`src/rtl/imem_fetch_pkg.sv`:
```
// Shared types and constants for the instruction-fetch sequencer.
package imem_fetch_pkg;

    typedef enum logic {
        IDLE = 1'b0,
        RUN  = 1'b1
    } fetch_state_t;

    typedef struct packed {
        logic [31:0] pc;
        logic [31:0] instr;
    } fifo_entry_t;

    localparam logic [31:0] INSTR_BYTES = 32'd4;
    localparam logic [31:0] WORD_MASK   = 32'hFFFF_FFFC;

    function automatic logic [31:0] word_align(input logic [31:0] addr);
        return addr & WORD_MASK;
    endfunction

endpackage

```
`src/rtl/imem_fetch_ctrl_fifo.sv`:
```
// Prefetch FIFO holding {pc, instr} pairs; flush overrides push and pop.
module fetch_fifo
    import imem_fetch_pkg::*;
#(
    parameter int FIFO_DEPTH = 4
) (
    input  logic                          clk,
    input  logic                          reset,
    input  logic                          flush,
    input  logic                          push,
    input  fifo_entry_t                   push_data,
    input  logic                          pop,
    output fifo_entry_t                   head,
    output logic [$clog2(FIFO_DEPTH):0]   count
);

    localparam int AW = $clog2(FIFO_DEPTH);
    localparam int CW = AW + 1;

    fifo_entry_t    mem [FIFO_DEPTH];
    logic [AW-1:0]  wr_ptr;
    logic [AW-1:0]  rd_ptr;
    logic           empty;
    logic           full;
    logic           do_push;
    logic           do_pop;

    assign empty   = (count == '0);
    assign full    = (count == CW'(FIFO_DEPTH));
    assign do_pop  = pop && !empty;
    // A push into a full FIFO is accepted only when the head leaves in the same cycle.
    assign do_push = push && (!full || do_pop);
    assign head    = mem[rd_ptr];

    always_ff @(posedge clk) begin
        if (reset || flush) begin
            wr_ptr <= '0;
            rd_ptr <= '0;
            count  <= '0;
        end else begin
            if (do_push) begin
                wr_ptr <= wr_ptr + AW'(1);
            end
            if (do_pop) begin
                rd_ptr <= rd_ptr + AW'(1);
            end
            case ({do_push, do_pop})
                2'b10:   count <= count + CW'(1);
                2'b01:   count <= count - CW'(1);
                default: count <= count;
            endcase
        end
    end

    always_ff @(posedge clk) begin
        if (do_push && !flush && !reset) begin
            mem[wr_ptr] <= push_data;
        end
    end

endmodule

```
`src/rtl/imem_fetch_ctrl.sv`:
```
// Instruction-fetch sequencer: issues word-aligned reads, buffers returns, hands them to decode.
// Optional performance counters are built only when IMEM_FETCH_PERF_EN is defined.
//
// state | meaning
// IDLE  | no new memory requests; buffered words still drain to decode
// RUN   | issue one request per cycle while prefetch space allows
module imem_fetch_ctrl
    import imem_fetch_pkg::*;
#(
    parameter logic [31:0] RESET_PC   = 32'h0000_0000,
    parameter int          FIFO_DEPTH = 4
) (
    input  logic        clk,
    input  logic        reset,
    input  logic        fetch_en,
    input  logic        redirect_valid,
    input  logic [31:0] redirect_pc,
    output logic        mem_req,
    output logic [31:0] mem_addr,
    input  logic [31:0] mem_rdata,
    output logic        if_valid,
    input  logic        if_ready,
    output logic [31:0] if_pc,
    output logic [31:0] if_instr,
    output logic [31:0] perf_fetch_cnt,
    output logic [31:0] perf_stall_cnt
);

    localparam int CW = $clog2(FIFO_DEPTH) + 1;
    localparam int OW = CW + 1;

    fetch_state_t   state;
    fetch_state_t   state_nxt;
    logic           run;
    logic [31:0]    fetch_pc;
    logic [31:0]    last_addr;
    logic [31:0]    inflight_pc;
    logic           inflight;
    logic [CW-1:0]  fifo_count;
    logic [OW-1:0]  occupancy;
    logic           fifo_push;
    logic           fifo_pop;
    fifo_entry_t    fifo_wdata;
    fifo_entry_t    fifo_head;

    always_ff @(posedge clk) begin
        if (reset) begin
            state <= IDLE;
        end else begin
            state <= state_nxt;
        end
    end

    always_comb begin
        state_nxt = state;
        case (state)
            IDLE:    if (fetch_en)  state_nxt = RUN;
            RUN:     if (!fetch_en) state_nxt = IDLE;
            default: state_nxt = IDLE;
        endcase
    end

    // An in-flight word reserves its FIFO slot, so the memory latency can never overflow the buffer.
    assign occupancy = OW'(fifo_count) + OW'(inflight);

    always_comb begin
        run     = (state == RUN);
        mem_req = run && !redirect_valid && !reset && (occupancy < OW'(FIFO_DEPTH));
    end

    assign mem_addr = mem_req ? fetch_pc : last_addr;

    always_ff @(posedge clk) begin
        if (reset) begin
            fetch_pc    <= RESET_PC;
            last_addr   <= RESET_PC;
            inflight    <= 1'b0;
            inflight_pc <= '0;
        end else begin
            inflight <= mem_req;
            if (mem_req) begin
                inflight_pc <= fetch_pc;
                last_addr   <= fetch_pc;
            end
            if (redirect_valid) begin
                fetch_pc <= word_align(redirect_pc);
            end else if (mem_req) begin
                fetch_pc <= fetch_pc + INSTR_BYTES;
            end
        end
    end

    // A redirect kills the word returning this cycle and ignores any pop alongside it.
    assign fifo_push  = inflight && !redirect_valid;
    assign fifo_pop   = if_valid && if_ready && !redirect_valid;
    assign fifo_wdata = '{pc: inflight_pc, instr: mem_rdata};

    fetch_fifo #(
        .FIFO_DEPTH (FIFO_DEPTH)
    ) u_fifo (
        .clk        (clk),
        .reset      (reset),
        .flush      (redirect_valid),
        .push       (fifo_push),
        .push_data  (fifo_wdata),
        .pop        (fifo_pop),
        .head       (fifo_head),
        .count      (fifo_count)
    );

    assign if_valid = (fifo_count != '0);
    assign if_pc    = if_valid ? fifo_head.pc    : 32'h0;
    assign if_instr = if_valid ? fifo_head.instr : 32'h0;

`ifdef IMEM_FETCH_PERF_EN
    logic [31:0] fetch_cnt;
    logic [31:0] stall_cnt;

    always_ff @(posedge clk) begin
        if (reset) begin
            fetch_cnt <= '0;
            stall_cnt <= '0;
        end else begin
            if (mem_req) begin
                fetch_cnt <= fetch_cnt + 32'd1;
            end
            if (run && !if_valid) begin
                stall_cnt <= stall_cnt + 32'd1;
            end
        end
    end

    assign perf_fetch_cnt = fetch_cnt;
    assign perf_stall_cnt = stall_cnt;
`else
    assign perf_fetch_cnt = 32'h0;
    assign perf_stall_cnt = 32'h0;
`endif

endmodule
```
`config.mk`:
```
export PLATFORM = sky130hd
export DESIGN_NAME = imem_fetch_ctrl
export DESIGN_NICKNAME = d
export VERILOG_FILES = /design/src/rtl/imem_fetch_pkg.sv /design/src/rtl/imem_fetch_ctrl_fifo.sv /design/src/rtl/imem_fetch_ctrl.sv
export SDC_FILE = /design/constraint.sdc
export NUM_CORES = 1
export LEC_CHECK = 0
export BUFFER_PORTS_ARGS = -buffer_cell sky130_fd_sc_hd__clkbuf_2
export CELL_PAD_IN_SITES_DETAIL_PLACEMENT = 1
export CELL_PAD_IN_SITES_GLOBAL_PLACEMENT = 1
export CORE_ASPECT_RATIO = 1.25
export CORE_MARGIN = 2
export CORE_UTILIZATION = 46
export CTS_CLUSTER_DIAMETER = 100
export DETAILED_ROUTE_END_ITERATION = 10
export GPL_TIMING_DRIVEN = 1
export PLACE_DENSITY = 0.86
export SYNTH_ARGS = -nofsm -noshare
export SYNTH_HDL_FRONTEND = slang
export SYNTH_SLANG_ARGS = --single-unit
```
`constraint.sdc`:
```
create_clock -name clk -period 4.6 [get_ports clk]
set_clock_uncertainty 0.05 [all_clocks]
set_input_delay 0.92 -clock clk [delete_from_list [all_inputs] [get_ports clk]]
set_output_delay 0.92 -clock clk [all_outputs]
set_load 0.005 [all_outputs]
```
---- After elaboration in Yosys (flattened, before gate mapping) ----
Memory sizes are Yosys's and may differ from the RTL's. A register that Yosys moved wholly into a read port is not among the register bits.
Index checks and enable logic that the tools add are counted.
word-level totals
  bits in registers ....................... 105
  bits in latches ......................... 0
  RAM bits ................................ 256
  bits in read-only memories .............. 0
  memories ................................ 1
memory list
  name        words  width  read ports  clocked after memory_dff  write ports  RTL line                    RTL
  u_fifo.mem  4      64     1           1                         1            imem_fetch_ctrl_fifo.sv:20  fifo_entry_t mem [FIFO_DEPTH];
operators by class
  add/sub/neg operators ................... 6
  multipliers ............................. 0
  divide/modulo/power cells ............... 0
  magnitude comparators ................... 1
  equal/unequal tests ..................... 3
  shift-type cells ........................ 0
  mux-type cells .......................... 11
  bitwise operators ....................... 0
  reduce and logical (&&, ||, !) cells .... 21
operator list
  kind                   number
  $mux 32                5
  $add 32x3->32 const B  1
  $logic_and 1x1->1      10
  $pmux 3 s2             1
  $add 2x1->2 const B    2
  $add 3x1->4            1
  $logic_not 1->1        4
  $lt 4x3->1 const B     1
  $mux 2                 2
  $reduce_bool 2->1      2
  $add 3x1->3 const B    1
  $eq 3x3->1 const B     1
  $logic_not 3->1        1
  $mux 1                 3
  $reduce_bool 3->1      1
  $sub 3x1->3 const B    1
  $eq 2x1->1 const B     1
  $eq 2x2->1 const B     1
  $logic_or 1x1->1       2
  $reduce_or 2->1        1

---- Longest topological paths before layout ----
  word-level depth ........................ 10
  depth in mapped cells ................... 10
  mapped depth without buffers ............ 9

---- Hierarchy ----
A second synthesis with hierarchy kept.
second synthesis, totals
  cell total of the unflattened synthesis .. 1,034
  area, all modules ....................... 14,679.1 um^2
by module, submodules not included
  module           times used  cells an instance  area each (um^2)  seq. area each (um^2)
  fetch_fifo       1           394                9,735.6           7,867.5
  imem_fetch_ctrl  1           640                4,943.5           1,881.8

---- Worst setup path before layout ----
OpenSTA, ideal clock, no wires.
  path kind ............................... in2reg
  start point ............................. in redirect_valid
  end point ............................... mem u_fifo.mem[0][0] (netlist bit) (enable)
  data arrival time ....................... 3,128 ps
  slack ................................... 996 ps
  stages on the path ...................... 6
  buffers on the path ..................... 1
  cells stage by stage .................... clkbuf_1 > clkinv_1 > and3_1 > inv_1 > nor2_1 > and2_1
between the ends
  longest elaborated chain between the ends .. 9
  elaborated cells between the ends (all ways) .. 10
  classes of those cells .................. mux: 2; reduce/logical: 8
ends and longest elaborated chain
  what                              RTL line                                                                  RTL
  from (decl)                       imem_fetch_ctrl.sv:16                                                     input logic redirect_valid,
  $logic_not 1->1 *                 imem_fetch_ctrl_fifo.sv:56, imem_fetch_ctrl.sv:94, imem_fetch_ctrl.sv:95
  $logic_and 1x1->1                 imem_fetch_ctrl.sv:95                                                     assign fifo_pop = if_valid && if_ready && !redirect_valid;
  $logic_and 1x1->1                 imem_fetch_ctrl_fifo.sv:30                                                assign do_pop = pop && !empty;
  $logic_or 1x1->1                  imem_fetch_ctrl_fifo.sv:32                                                assign do_push = push && (!full || do_pop);
  $logic_and 1x1->1                 imem_fetch_ctrl_fifo.sv:32
  $logic_and 1x1->1 * (2 in a row)  imem_fetch_ctrl_fifo.sv:56                                                if (do_push && !flush && !reset) begin
  $mux 1 *                          imem_fetch_ctrl_fifo.sv:56
  $mux 1 (not written as such) *    imem_fetch_ctrl_fifo.sv:57                                                mem[wr_ptr] <= push_data;
  to (decl)                         imem_fetch_ctrl_fifo.sv:20
Every way passes the cells marked *; elsewhere a longest branch is shown, timed or not.

---- Final worst setup path ----
  start point ............................. in redirect_valid
  end point ............................... out mem_addr[20]
between the ends
  longest elaborated chain between the ends .. 5
ends and longest elaborated chain
  what                            RTL line               RTL
  $logic_not 1->1                 imem_fetch_ctrl.sv:68  mem_req = run && !redirect_valid && !reset && (occupancy < OW'(FIFO_DEPTH));
  $logic_and 1x1->1 (3 in a row)  imem_fetch_ctrl.sv:68
  $mux 32                         -
  to (decl)                       imem_fetch_ctrl.sv:19  output logic [31:0] mem_addr,
Every way passes these cells.

==> reports/qor.yml <==
sta:
  report.final.setup_viol: 0
  fin_crit_ns: 3.61
  tightest_slew_ns: 1.02
  final.period_utilization_pct: 78.5
  timing.setup.tns_ns: 0
  finalHoldViolCount: 0
  slew_headroom_pct: 31.8
  slew_viol_final: 0
  rsz0062_at_grt: "false"
  fmaxAchievable_mhz: 277
synth:
  netlist_area_um2: 14200
  ys_ff_latch: 351
  synthDistinctLibCells: 48
  synthArstFlopShare_pct: 0
  synth_edf_count: 248
  synthAdderAreaFrac_pct: 0.669
  synth-main-ff-cell: "edfxtp_1"
  netlist_instances: 1017
  synth_compound_area_share_pct: 4.37
  yosys_warnings: 0
  ys_seq_area_share_pct: 66.9
  synth_xor_area_share_pct: 1.17
  syn_avg_cell_area_um2: 14.0
  synthSimpleGateAreaFrac_pct: 11.2
  synth.area.mux_share_pct: 10.4
  synth_top_family_by_area: "simple AND/OR/NAND/NOR gates"
min_path:
  min_from: "last_addr[13]$_SDFF_PP0_"
  hold_class: "flop to flop"
clock_tree:
  cts-buffers-inserted: 35
  hold_buffers: 0
  cts_buffer_depth: 3
  cts_tree: "built"
  post_cts_resize_count: 0
  root_buffer: "clkbuf_16"
  clk_latency_ns: 0.51
  post_cts_buffers: 0
  clk_pin_slew_worst_paths_ns: 0.06
  cts.sinks: 351
  htreeDepth: 2
worst_setup_path:
  crit_arrival_ns: 2.64
  path_max_fanout: 20
  critPathMaxStageDelay_ns: 0.41
  cp.required_ns: 3.63
  cp-start-kind: "input port"
  crit_path_end_kind: "output pin"
  crit_chain: "clkbuf_2 > nor4b_4 > nand2_2 > inv_1 > buf_4 > nand2_1 > nand2_1 > clkbuf_2"
  cpLargestDelayFamily: "buffers and inverters"
  cp.buffers_inverters: 4
  crit_slowest_cell: "nor4b_4"
  r2r-start: "u_fifo.count[2]$_SDFFE_PP0P_"
  worstSetupPathType: "input port to output pin"
  critPathLaunch: "redirect_valid"
grt:
  grt_use_met3_pct: 2.91
  overflow: 0
  track_usage_pct: 19.5
  grtUsageMet2_pct: 34.5
  grt.busiest_layer: "met2"
  grt_antenna_before_repair: 0
  grt_pass1_vias: 8986
  grt_pass1_wl_um: 49400
  grtUsageMet1_pct: 24.8
  grt_max_degree: 96
drt:
  num_vias: 8370
  via_per_inst: 5.25
  totalWireLength_um: 31500
  wire_per_inst_um: 19.8
  first_pass_iters: 5
  drt_iter0_markers: 444
  drcViolationCount: 0
  ant_nets: 0
floorplan:
  start_util_pct: 46.9
  fp.dieH_um: 201
  core.rowCount: 71
  pin_count: 231
  core_um2: 30300
  die_w_um: 161
  die-area_um2: 32300
finish:
  layout_common_cells: "edfxtp_1 (248), nand2_1 (162), clkbuf_2 (161)"
  fill_cells: 3094
  nNetsFinal: 1247
  final_common_cell: "edfxtp_1"
  area_growth_pct: 15.0
  drive_above_1_share_pct: 25.0
  layout.cells.non_filler: 1594
  diodes: 0
  multiInputGateArea_um2: 4210
  seqCellArea_um2: 9520
placement:
  numPortBuffers: 162
  gp_congestion: 0.847
  hpwl_um: 19600
  place_inst: 1535
power_and_ir_drop:
  p_leak_uw: 0.00556
  power_density_nw_per_um2: 401
  vdd_drop_max_uv: 237
  total_power_uw: 6550
outcome:
  status: "finished clean"
run:
  drv_cap: 0
## layer usage
metal  part of all wire, %  vias up
met2                    52      219
met1                    42     4210
met5                     0        -
met4                   2.3        0
li1                      -     3890
met3                   4.3       51
## sequential cells by signal, summed over array words and instances (netlist names), named ones only
| name | count |
|---|---|
| u_fifo.wr_ptr | 2 |
| last_addr | 32 |
| fetch_pc | 30 |
| inflight_pc | 30 |
| run | 1 |
| u_fifo.rd_ptr | 2 |
| u_fifo.count | 3 |
| inflight | 1 |
| u_fifo.mem | 248 |
## where the power goes
| group | internal (uW) | switching [uW] | leakage (uW) | total [uW] |
|---|---|---|---|---|
| Clock | 1800 | 1150 | 0.000570 | 2960 |
| Combinational | 63.1 | 109 | 0.00214 | 172 |
| Sequential | 3390 | 33.7 | 0.00285 | 3420 |
## cell usage after synthesis (2+ instances only)
cell / number / share of area [%]
a211o_1: 2 / 0.12
a211oi_1: 6 / 0.32
a21oi_1: 78 / 2.7
a311oi_1: 2 / 0.12
a31oi_1: 8 / 0.35
and2_1: 13 / 0.57
and3_1: 3 / 0.13
and4_1: 6 / 0.37
buf_1: 6 / 0.16
buf_2: 7 / 0.25
buf_4: 66 / 3.5
clkbuf_1: 39 / 1.0
dfxtp_1: 103 / 15
edfxtp_1: 248 / 52
ha_1: 6 / 0.53
inv_1: 13 / 0.34
mux2_1: 2 / 0.16
mux2_2: 4 / 0.32
mux4_2: 62 / 9.8
nand2_1: 162 / 4.3
nand3_1: 18 / 0.63
nand4_1: 9 / 0.40
nor2_1: 21 / 0.55
nor2b_1: 66 / 2.9
nor3_1: 8 / 0.28
nor4_1: 8 / 0.35
o211ai_1: 2 / 0.11
o21ai_0: 4 / 0.14
o22ai_1: 4 / 0.18
or3_1: 3 / 0.13
or4_1: 4 / 0.21
xnor2_1: 16 / 0.99
xor2_1: 3 / 0.18
## logic make-up (layout without fill, tap and decap cells)
| logic type | Yosys count | in the layout |
|---|---|---|
| flip-flops | 351 | 351 |
| multiplexers | 69 | 69 |
| adder cells (fa/ha/maj) | 7 | 7 |
| AO/OA/AOI/OAI | 111 | 111 |
| other | 1 | 66 |
| XOR/XNOR | 19 | 19 |
| buffers and inverters | 133 | 244 |
| AND/OR/NAND/NOR | 326 | 326 |
## final timing paths
check	end	cells after the start	slack, ns
hold / removal	last_addr[13]$_SDFF_PP0_	2	0.41
setup / recovery	mem_addr[20]	8	0.99
setup reg to reg	u_fifo.count[2]$_SDFFE_PP0P_	9	1.78
hold reg to reg	last_addr[13]$_SDFF_PP0_	2	0.41
## worst register-to-register path: cells and delay by family, from the launching register on
kind	cells	cell delay (ns)
adder cells (fa/ha/maj)	2	0.57
AND/OR/NAND/NOR	3	1.16
buffers and inverters	2	0.18
flip-flops	1	0.48
XOR/XNOR	1	0.16
AO/OA/AOI/OAI	1	0.14
## cell type report
class / instances / share of cell area [%]
sequential: 351 / 58.2
multi-input combinational: 598 / 25.8
clock buffer: 42 / 5.78
timing repair buffer: 171 / 5.37
tap: 401 / 3.07
clock inverter: 17 / 1.50
inverter: 14 / 0.321
## metrics by stage
stage / area (um2) / setup slack, ns / utilization [%] / hold WS, ns
finish: 16300 / 0.989 / 54.0 / 0.415
global route: 16300 / 0.827 / 54.0 / 0.430
CTS: 16300 / 0.913 / 54.0 / 0.419
detailed placement: 15200 / 1.01 / 50.0 / 0.410
global placement: 15200 / 1.08 / 50.0 / 0.401
floorplan: 14500 / 0.996 / - / 0.394
Note: power is estimated with default switching activity, not from simulation.
